--- config.mk ---
export PLATFORM = sky130hd
export DESIGN_NAME = uart_tx_streamer
export DESIGN_NICKNAME = d
export VERILOG_FILES = /design/src/rtl/uart_tx_streamer.sv
export SDC_FILE = /design/constraint.sdc
export NUM_CORES = 1
export LEC_CHECK = 0
export CAP_MARGIN = 25
export CORE_MARGIN = 3
export CORE_UTILIZATION = 59
export DETAILED_ROUTE_END_ITERATION = 7
export GPL_TIMING_DRIVEN = 0
export PLACE_DENSITY = 0.94
export REMOVE_ABC_BUFFERS = 1
export SLEW_MARGIN = 20
export SYNTH_ARGS = -nofsm -noshare
export SYNTH_HDL_FRONTEND = slang
export SYNTH_SLANG_ARGS = --single-unit
--- constraint.sdc ---
create_clock -name clock -period 11.2 [get_ports clock]
set_input_delay 2.24 -clock clock [delete_from_list [all_inputs] [get_ports clock]]
set_output_delay 2.24 -clock clock [all_outputs]
set_load 0.02 [all_outputs]
--- src/rtl/uart_tx_streamer.sv ---
// uart_tx_streamer: byte FIFO that drains into the UART TX data register.
//
// A producer pushes bytes with a valid/ready handshake. The streamer polls the
// UART status register and writes one byte to the TX data register each time
// the UART reports room. Steady-state throughput is one byte every two cycles.
//
// Ports:
//   clock, reset     single clock, synchronous active-high reset
//   in_valid/in_data producer byte offer; in_ready high while FIFO not full
//   uart_sel         one-cycle UART access strobe
//   uart_wr_enable   1 = write, 0 = read (valid with uart_sel)
//   uart_addr        UART register address
//   wdata_mem        write data {24'b0, byte}, zero outside a write
//   uart_data        UART read data (combinational for uart_addr)
//   busy             FIFO non-empty or FSM active
//   level            FIFO occupancy
//   stall            UART TX reported full for STALL_LIMIT consecutive polls
module uart_tx_streamer #(
  parameter int unsigned DEPTH        = 16,
  parameter logic [3:0]  TX_DATA_ADDR = 4'h0,
  parameter logic [3:0]  STATUS_ADDR  = 4'h8,
  parameter int unsigned TX_FULL_BIT  = 0,
  parameter int unsigned STALL_LIMIT  = 1024,
  localparam int unsigned PtrW = $clog2(DEPTH),
  localparam int unsigned LvlW = $clog2(DEPTH) + 1,
  localparam int unsigned CntW = $clog2(STALL_LIMIT + 1)
) (
  input  logic            clock,
  input  logic            reset,
  input  logic            in_valid,
  input  logic [7:0]      in_data,
  output logic            in_ready,
  output logic            uart_sel,
  output logic            uart_wr_enable,
  output logic [3:0]      uart_addr,
  output logic [31:0]     wdata_mem,
  input  logic [31:0]     uart_data,
  output logic            busy,
  output logic [LvlW-1:0] level,
  output logic            stall
);

  typedef enum logic [1:0] {StIdle, StPoll, StWrite} state_e;

  state_e          state_q, state_d;
  logic [7:0]      mem_q [DEPTH];
  logic [PtrW-1:0] wr_ptr_q, rd_ptr_q;
  logic [LvlW-1:0] level_q, level_d;
  logic [CntW-1:0] full_cnt_q;
  logic            push, pop, tx_full;
  logic            unused_data;

  // Only the full flag of the status word matters here.
  assign unused_data = ^uart_data;

  assign in_ready = (level_q != LvlW'(DEPTH));
  assign push     = in_valid && in_ready;
  assign pop      = (state_q == StWrite);
  assign tx_full  = uart_data[TX_FULL_BIT];
  assign level    = level_q;
  assign busy     = (level_q != '0) || (state_q != StIdle);
  assign stall    = (full_cnt_q == CntW'(STALL_LIMIT));

  always_comb begin
    level_d = level_q;
    unique case ({push, pop})
      2'b10:   level_d = level_q + LvlW'(1);
      2'b01:   level_d = level_q - LvlW'(1);
      default: level_d = level_q;
    endcase
  end

  // IDLE looks at the post-edge level so a push made while idle starts a
  // poll on the very next cycle; WRITE uses it to include a concurrent push.
  always_comb begin
    state_d = state_q;
    unique case (state_q)
      StIdle:  if (level_d != '0) state_d = StPoll;
      StPoll:  if (!tx_full) state_d = StWrite;
      StWrite: state_d = (level_d != '0) ? StPoll : StIdle;
      default: state_d = StIdle;
    endcase
  end

  // Storage is not reset; emptiness is carried entirely by the pointers/level.
  always_ff @(posedge clock) begin
    if (push) mem_q[wr_ptr_q] <= in_data;
  end

  // State, pointers, stall counter and registered bus outputs. The bus
  // outputs are decoded from the next state so they line up with state_q.
  always_ff @(posedge clock) begin
    if (reset) begin
      state_q        <= StIdle;
      level_q        <= '0;
      wr_ptr_q       <= '0;
      rd_ptr_q       <= '0;
      full_cnt_q     <= '0;
      uart_sel       <= 1'b0;
      uart_wr_enable <= 1'b0;
      uart_addr      <= 4'h0;
      wdata_mem      <= 32'h0;
    end else begin
      state_q <= state_d;
      level_q <= level_d;
      if (push) wr_ptr_q <= wr_ptr_q + PtrW'(1);
      if (pop)  rd_ptr_q <= rd_ptr_q + PtrW'(1);

      if (pop) begin
        full_cnt_q <= '0;
      end else if ((state_q == StPoll) && tx_full && !stall) begin
        full_cnt_q <= full_cnt_q + CntW'(1);
      end

      uart_sel       <= 1'b0;
      uart_wr_enable <= 1'b0;
      uart_addr      <= 4'h0;
      wdata_mem      <= 32'h0;
      unique case (state_d)
        StPoll: begin
          uart_sel  <= 1'b1;
          uart_addr <= STATUS_ADDR;
        end
        StWrite: begin
          // Head is stable across POLL since pops only happen in WRITE.
          uart_sel       <= 1'b1;
          uart_wr_enable <= 1'b1;
          uart_addr      <= TX_DATA_ADDR;
          wdata_mem      <= {24'h0, mem_q[rd_ptr_q]};
        end
        default: ;
      endcase
    end
  end

endmodule

---- Word level (Yosys, flattened, before mapping) ----
Memories as Yosys holds them, arrays and structs flattened. A register that Yosys moved wholly into a read port is not among the register bits.
Index checks and enable logic that the tools add are counted.
word-level totals
  flip-flop bits (word level) ............. 56
  bits in latches ......................... 0
  bits in writable memories ............... 128
  bits in read-only memories .............. 0
  output and inout port bits .............. 46
  logic and storage cells ................. 46
  memories kept ........................... 1
cells by class
  $add $sub $neg .......................... 5
  $mul .................................... 0
  div/mod/pow operators ................... 0
  $lt $le $gt $ge ......................... 0
  equal/unequal tests ..................... 8
  shift-type cells ........................ 0
  mux-type cells .......................... 10
  bitwise logic cells ..................... 1
  reductions and logical operators ........ 12
memories
  memory  words  width  read ports  clocked after memory_dff  write ports  RTL line  RTL
  mem_q   16     8      1           1                         1            46        logic [7:0] mem_q [DEPTH];
operators by type and width
  cell                   count
  $add 11x1->11 const B  1
  $eq 11x11->1 const B   1
  $pmux 5 s2             1
  $reduce_bool 5->1      2
  $add 4x1->4 const B    2
  $eq 2x1->1 const B     3
  $eq 2x2->1 const B     3
  $pmux 2 s3             1
  $reduce_or 2->1        3
  $add 5x1->5 const B    1
  $mux 1                 5
  $ne 5x5->1 const B     1
  $sub 5x1->5 const B    1
  $mux 2                 2
  $mux 4                 1
  $logic_and 1x1->1      3
  $logic_not 2->1        1
  $reduce_bool 2->1      1
  $logic_not 1->1        1
  $logic_or 1x1->1       1
  $not 1->1              1

---- Logic depth before layout (Yosys ltp) ----
  depth after elaboration ................. 10
  mapped depth ............................ 17

---- Worst setup path before layout ----
Ideal clock, no wire load.
  path type ............................... input -> register
  from .................................... in in_valid
  to ...................................... reg wdata_mem[0] (read register of mem_q)
  library setup time ...................... 0.115 ns
  data arrival time ....................... 5.052 ns
  required time ........................... 11.085 ns
  slack ................................... 6.033 ns
  cell stages on the path ................. 15
  path buffers ............................ 1
  path through ............................ a21boi_1 inv_1 ha_1 clkbuf_1 xor2_1 ha_1 a21oi_1 or3_1 a311oi_1 xnor2_1 a32o_1 ha_1 nand2b_1 inv_1 and2_1
on the way
  cells in the longest elaborated chain, start to end .. 9
ends and longest elaborated chain
  what                                             RTL line  RTL
  start: declaration                               30        input logic in_valid,
  $logic_and 1x1->1 (*)                            57        assign push = in_valid && in_ready;
  $eq 2x1->1 / $eq 2x2->1 (equally long branches)  66        unique case ({push, pop})
  $pmux 5 s2 (*)                                   66
  $reduce_bool 5->1 (*)                            78, 80
  $mux 1 / $mux 2 (equally long branches)          80, 78
  $pmux 2 s3 (*)                                   77        unique case (state_q)
  $eq 2x2->1 (*)                                   119       unique case (state_d)
  $not 1->1 (no line) (*)                          n/a
  $reduce_or 2->1 (no line) (*)                    n/a
  end: declaration                                 36        output logic [31:0] wdata_mem,
Mark *: on every way between the ends. The rest lies on a longest branch, timed or not.
A chain may end at the register's enable or synchronous reset.

---- Worst setup path after layout ----
  from .................................... in in_valid
  to ...................................... reg wdata_mem[6] (read register of mem_q)
Same word-level chain as after synthesis.

==> results.toml <==
[yosys]
yosysWarnings = 0
synth.most_common_cell = "edfxtp_1"
yosys-top-cells-count = "edfxtp_1, nor2_1, mux4_2"
netlist_area_um2 = 6840
seq_area_frac_synth_pct = 67.0
synth-seq-cells = 165
syn_avg_cell_area_um2 = 16.2
synth_cell_types = 44
synth-edff-count = 128
synth_top_cell_by_area = "edfxtp_1"
synth_ff_type = "edfxtp_1"
async_flop_share_pct = 0
synth_top_area_share_pct = 56.2
netlist_instances = 421
ys_top_cells_by_area = "edfxtp_1, mux4_2, dfxtp_1"

[grt]
grt_max_degree = 36
grt_pass1_wl_mm = 21.6
first_global_vias = 3749
grt_util_all_layers_pct = 22.8
overflow = 0
antenna_found_initial = 0

[floorplanning]
ios = 89
rows = 38
fp.dieW_um = 114
die_area_um2 = 12900
coreArea_um2 = 11100
die_y_um = 114
initial_core_util_pct = 61.7

[min_path]
hold_end = "full_cnt_q[8]$_SDFFE_PP0P_"
min_from = "full_cnt_q[8]$_SDFFE_PP0P_"
hold_class = "flip-flop to flip-flop"
holdPathStages = 2

[route]
vias = 3699
drc = 0
via_per_inst = 6.11
first_pass_iters = 5
wl_mm = 13.5
drtIter0Drc = 501
final_antenna_net_count = 0
wl_per_cell_um = 22.4

[timing]
timing.final.ws_setup_ps = 5200
tns_ps = 0
finalHoldViolations = 0
period_share_pct = 53.6
maxSlewViolCount = 0
fmax_ghz = 0.167
grt_setup_unrepaired = "no"
setup-violations-final = 0
maxSlewHeadroom_pct = 39.1
finalCriticalPeriod_ps = 6000
finClkSkew_ps = 8.76
worst_pin_slew_ps = 910

[placed_design]
dp_hpwl_mm = 9.08
gp_congestion = 0.840
numPortBuffers = 30
place_ws_ps = 4980

[worst_setup_path]
worstPathRequired_ps = 11510
critical-path-slowest-cell = "a21boi_1"
crit_path_end_kind = "flip-flop"
crit_family = "compound AO/OA/AOI/OAI gates"
path_buf_inv = 3
critPathArrivalTime_ps = 6310
reg2reg_from = "level[1]$_SDFF_PP0_"
r2r_cells = 15
cp_max_fo = 12
cp-start-kind = "input pin"
rrSetupSlack_ps = 6700
cpMostUsedCell = "ha_1"
slowest_delay_ps = 650
crit_chain = "clkdlybuf4s50_1 -> a21boi_1 -> inv_1 -> ha_1 -> xor2_1 -> ha_1 -> a21oi_1 -> or3_1 -> a311oi_1 -> xnor2_1 -> a32o_1 -> ha_1 -> nand2b_1 -> inv_1 -> and2_1"
timing.setup.critical_path_class = "input pin to flip-flop"
worstReg2RegEnd = "wdata_mem[6]$_SDFF_PP0_"

[power_and_ir_drop]
p_seq_share_pct = 52.4
irDropWorstVdd_uv = 122
pwr-share-comb_pct = 9.4
powerDensity_nw_per_um2 = 173
switching_share_pct = 23.7
clockPowerShare_pct = 38.2
leakage_nw = 2.57
power_switching_mw = 0.314
p_int_mw = 1.01

[clocking]
cts_tree = "yes"
htreeDepth = 4
cts.sinks = 165
clock_latency_ps = 420
cts_root_buf = "clkbuf_16"
cts_resized = 0
clk_pin_slew_worst_paths_ps = 60
cts_setup_buffers = 0
holdBufCountCts = 0
cts_buffers = 17
clk_path_buf_depth = 2

[cells_and_area]
area.sequential_um2 = 4590
nets = 507
layout-area-overhead-vs-synth_pct = 12.1
multi_input_area_um2 = 2020
layout-drive-gt1-share_pct = 17.2
fillers = 652
diodes = 0

[run_status]
outcome = "finished clean"

[job]
drv_cap = 0
==> cell families (layout without fill, tap and decap cells) <==
kind of cell             Yosys count  in the layout  synth area share (%)
buffers and inverters             56             74                  4.98
other                              1             27                0.0548
adder cells (fa/ha/maj)           12             12                  2.19
XOR/XNOR                          20             20                  2.56
AND/OR/NAND/NOR                  104            104                  7.66
AO/OA/AOI/OAI                     20             20                  1.92
multiplexers                      43             43                  13.6
flip-flops                       165            165                  67.0
==> routing by layer <==
layer  vias up  part of all wire (%)  track usage [%]  wire length [um]
met4         0                   2.5             8.81               335
met1      1848                    38             29.2              5130
met3        33                   7.0             5.62               941
met2       220                    53             38.2              7120
met5         -                     0                0                 0
li1       1598                     -                -                 -
==> state kept, by name (all words and copies together), names as in the netlist, 2 cells and up <==
register	cells
full_cnt_q	11
level	5
mem_q	128
rd_ptr_q	4
state_q	2
wdata_mem	8
wr_ptr_q	4
==> worst max path at each step <==
stage / endpoint / cells past startpoint / from
after CTS: wdata_mem[6]$_SDFF_PP0_ / 15 / in_valid
final: wdata_mem[6]$_SDFF_PP0_ / 15 / in_valid
after floorplan: wdata_mem[0]$_SDFF_PP0_ / 14 / in_valid
after global placement: wdata_mem[7]$_SDFF_PP0_ / 15 / in_valid
after detailed placement: wdata_mem[7]$_SDFF_PP0_ / 15 / in_valid
after global routing: wdata_mem[6]$_SDFF_PP0_ / 15 / in_valid
==> cells in the final DEF, fill, tap and decap left out, types with 2 or more instances in the layout <==
cell type / netlist / layout
dfxtp_1: 37 / 35
or3_1: 2 / 2
xnor2_1: 7 / 7
conb_1: 1 / 27
nor2b_1: 4 / 4
nor4_1: 2 / 2
and3_1: 3 / 3
nand3b_1: 3 / 3
mux2i_1: 3 / 3
clkbuf_16: 0 / 17
clkinv_4: 0 / 3
and3b_1: 2 / 2
clkdlybuf4s50_1: 0 / 30
o21ai_0: 2 / 2
nand4_1: 6 / 6
inv_1: 9 / 9
buf_2: 2 / 2
xor2_1: 13 / 13
clkinv_2: 0 / 7
nand2b_1: 3 / 3
a31oi_1: 2 / 2
nor2_1: 43 / 43
nor3_1: 6 / 4
nand2_1: 14 / 14
mux4_2: 40 / 40
or3b_2: 2 / 2
nor3_2: 0 / 2
ha_1: 12 / 12
and2_1: 8 / 8
edfxtp_1: 128 / 128
clkinvlp_4: 0 / 2
a21oi_1: 8 / 8
==> area by class of cell <==
cell class	instances	area share, %
Clock inverter	14	1.16
Sequential cell	165	59.8
Clock buffer	18	5.60
Inverter	9	0.440
Timing Repair Buffer	33	4.31
Multi-Input combinational cell	226	26.4
Tap cell	140	2.28
==> per-stage QoR <==
step | power, mW | instance area (um^2) | std cells | utilization, % | hold WS, ps
5_1_grt | 1.37 | 7670 | 605 | 69.2 | 564
6_report | 1.32 | 7670 | 605 | 69.2 | 526
3_5_place_dp | 0.829 | 7150 | 573 | 64.6 | 513
4_1_cts | 1.33 | 7670 | 605 | 69.2 | 521
3_3_place_gp | 0.817 | 7110 | 570 | 64.2 | 482
2_1_floorplan | 0.779 | 6630 | 400 | - | 467
==> power groups by stage <==
stage | Combinational, mW | Sequential, mW | Clock [mW]
detailed placement | 0.121 | 0.707 | 0
finish | 0.124 | 0.694 | 0.506
global route | 0.134 | 0.697 | 0.537
global placement | 0.113 | 0.704 | 0
CTS | 0.124 | 0.694 | 0.510
floorplan | 0.0703 | 0.709 | 0
==> tightest hold or removal path: stages, from the launching register on <==
cell	delay, ps
dfxtp_1	320
o21ai_0	80
a21oi_1	70
No activity file was read; power rests on OpenSTA's default activity.
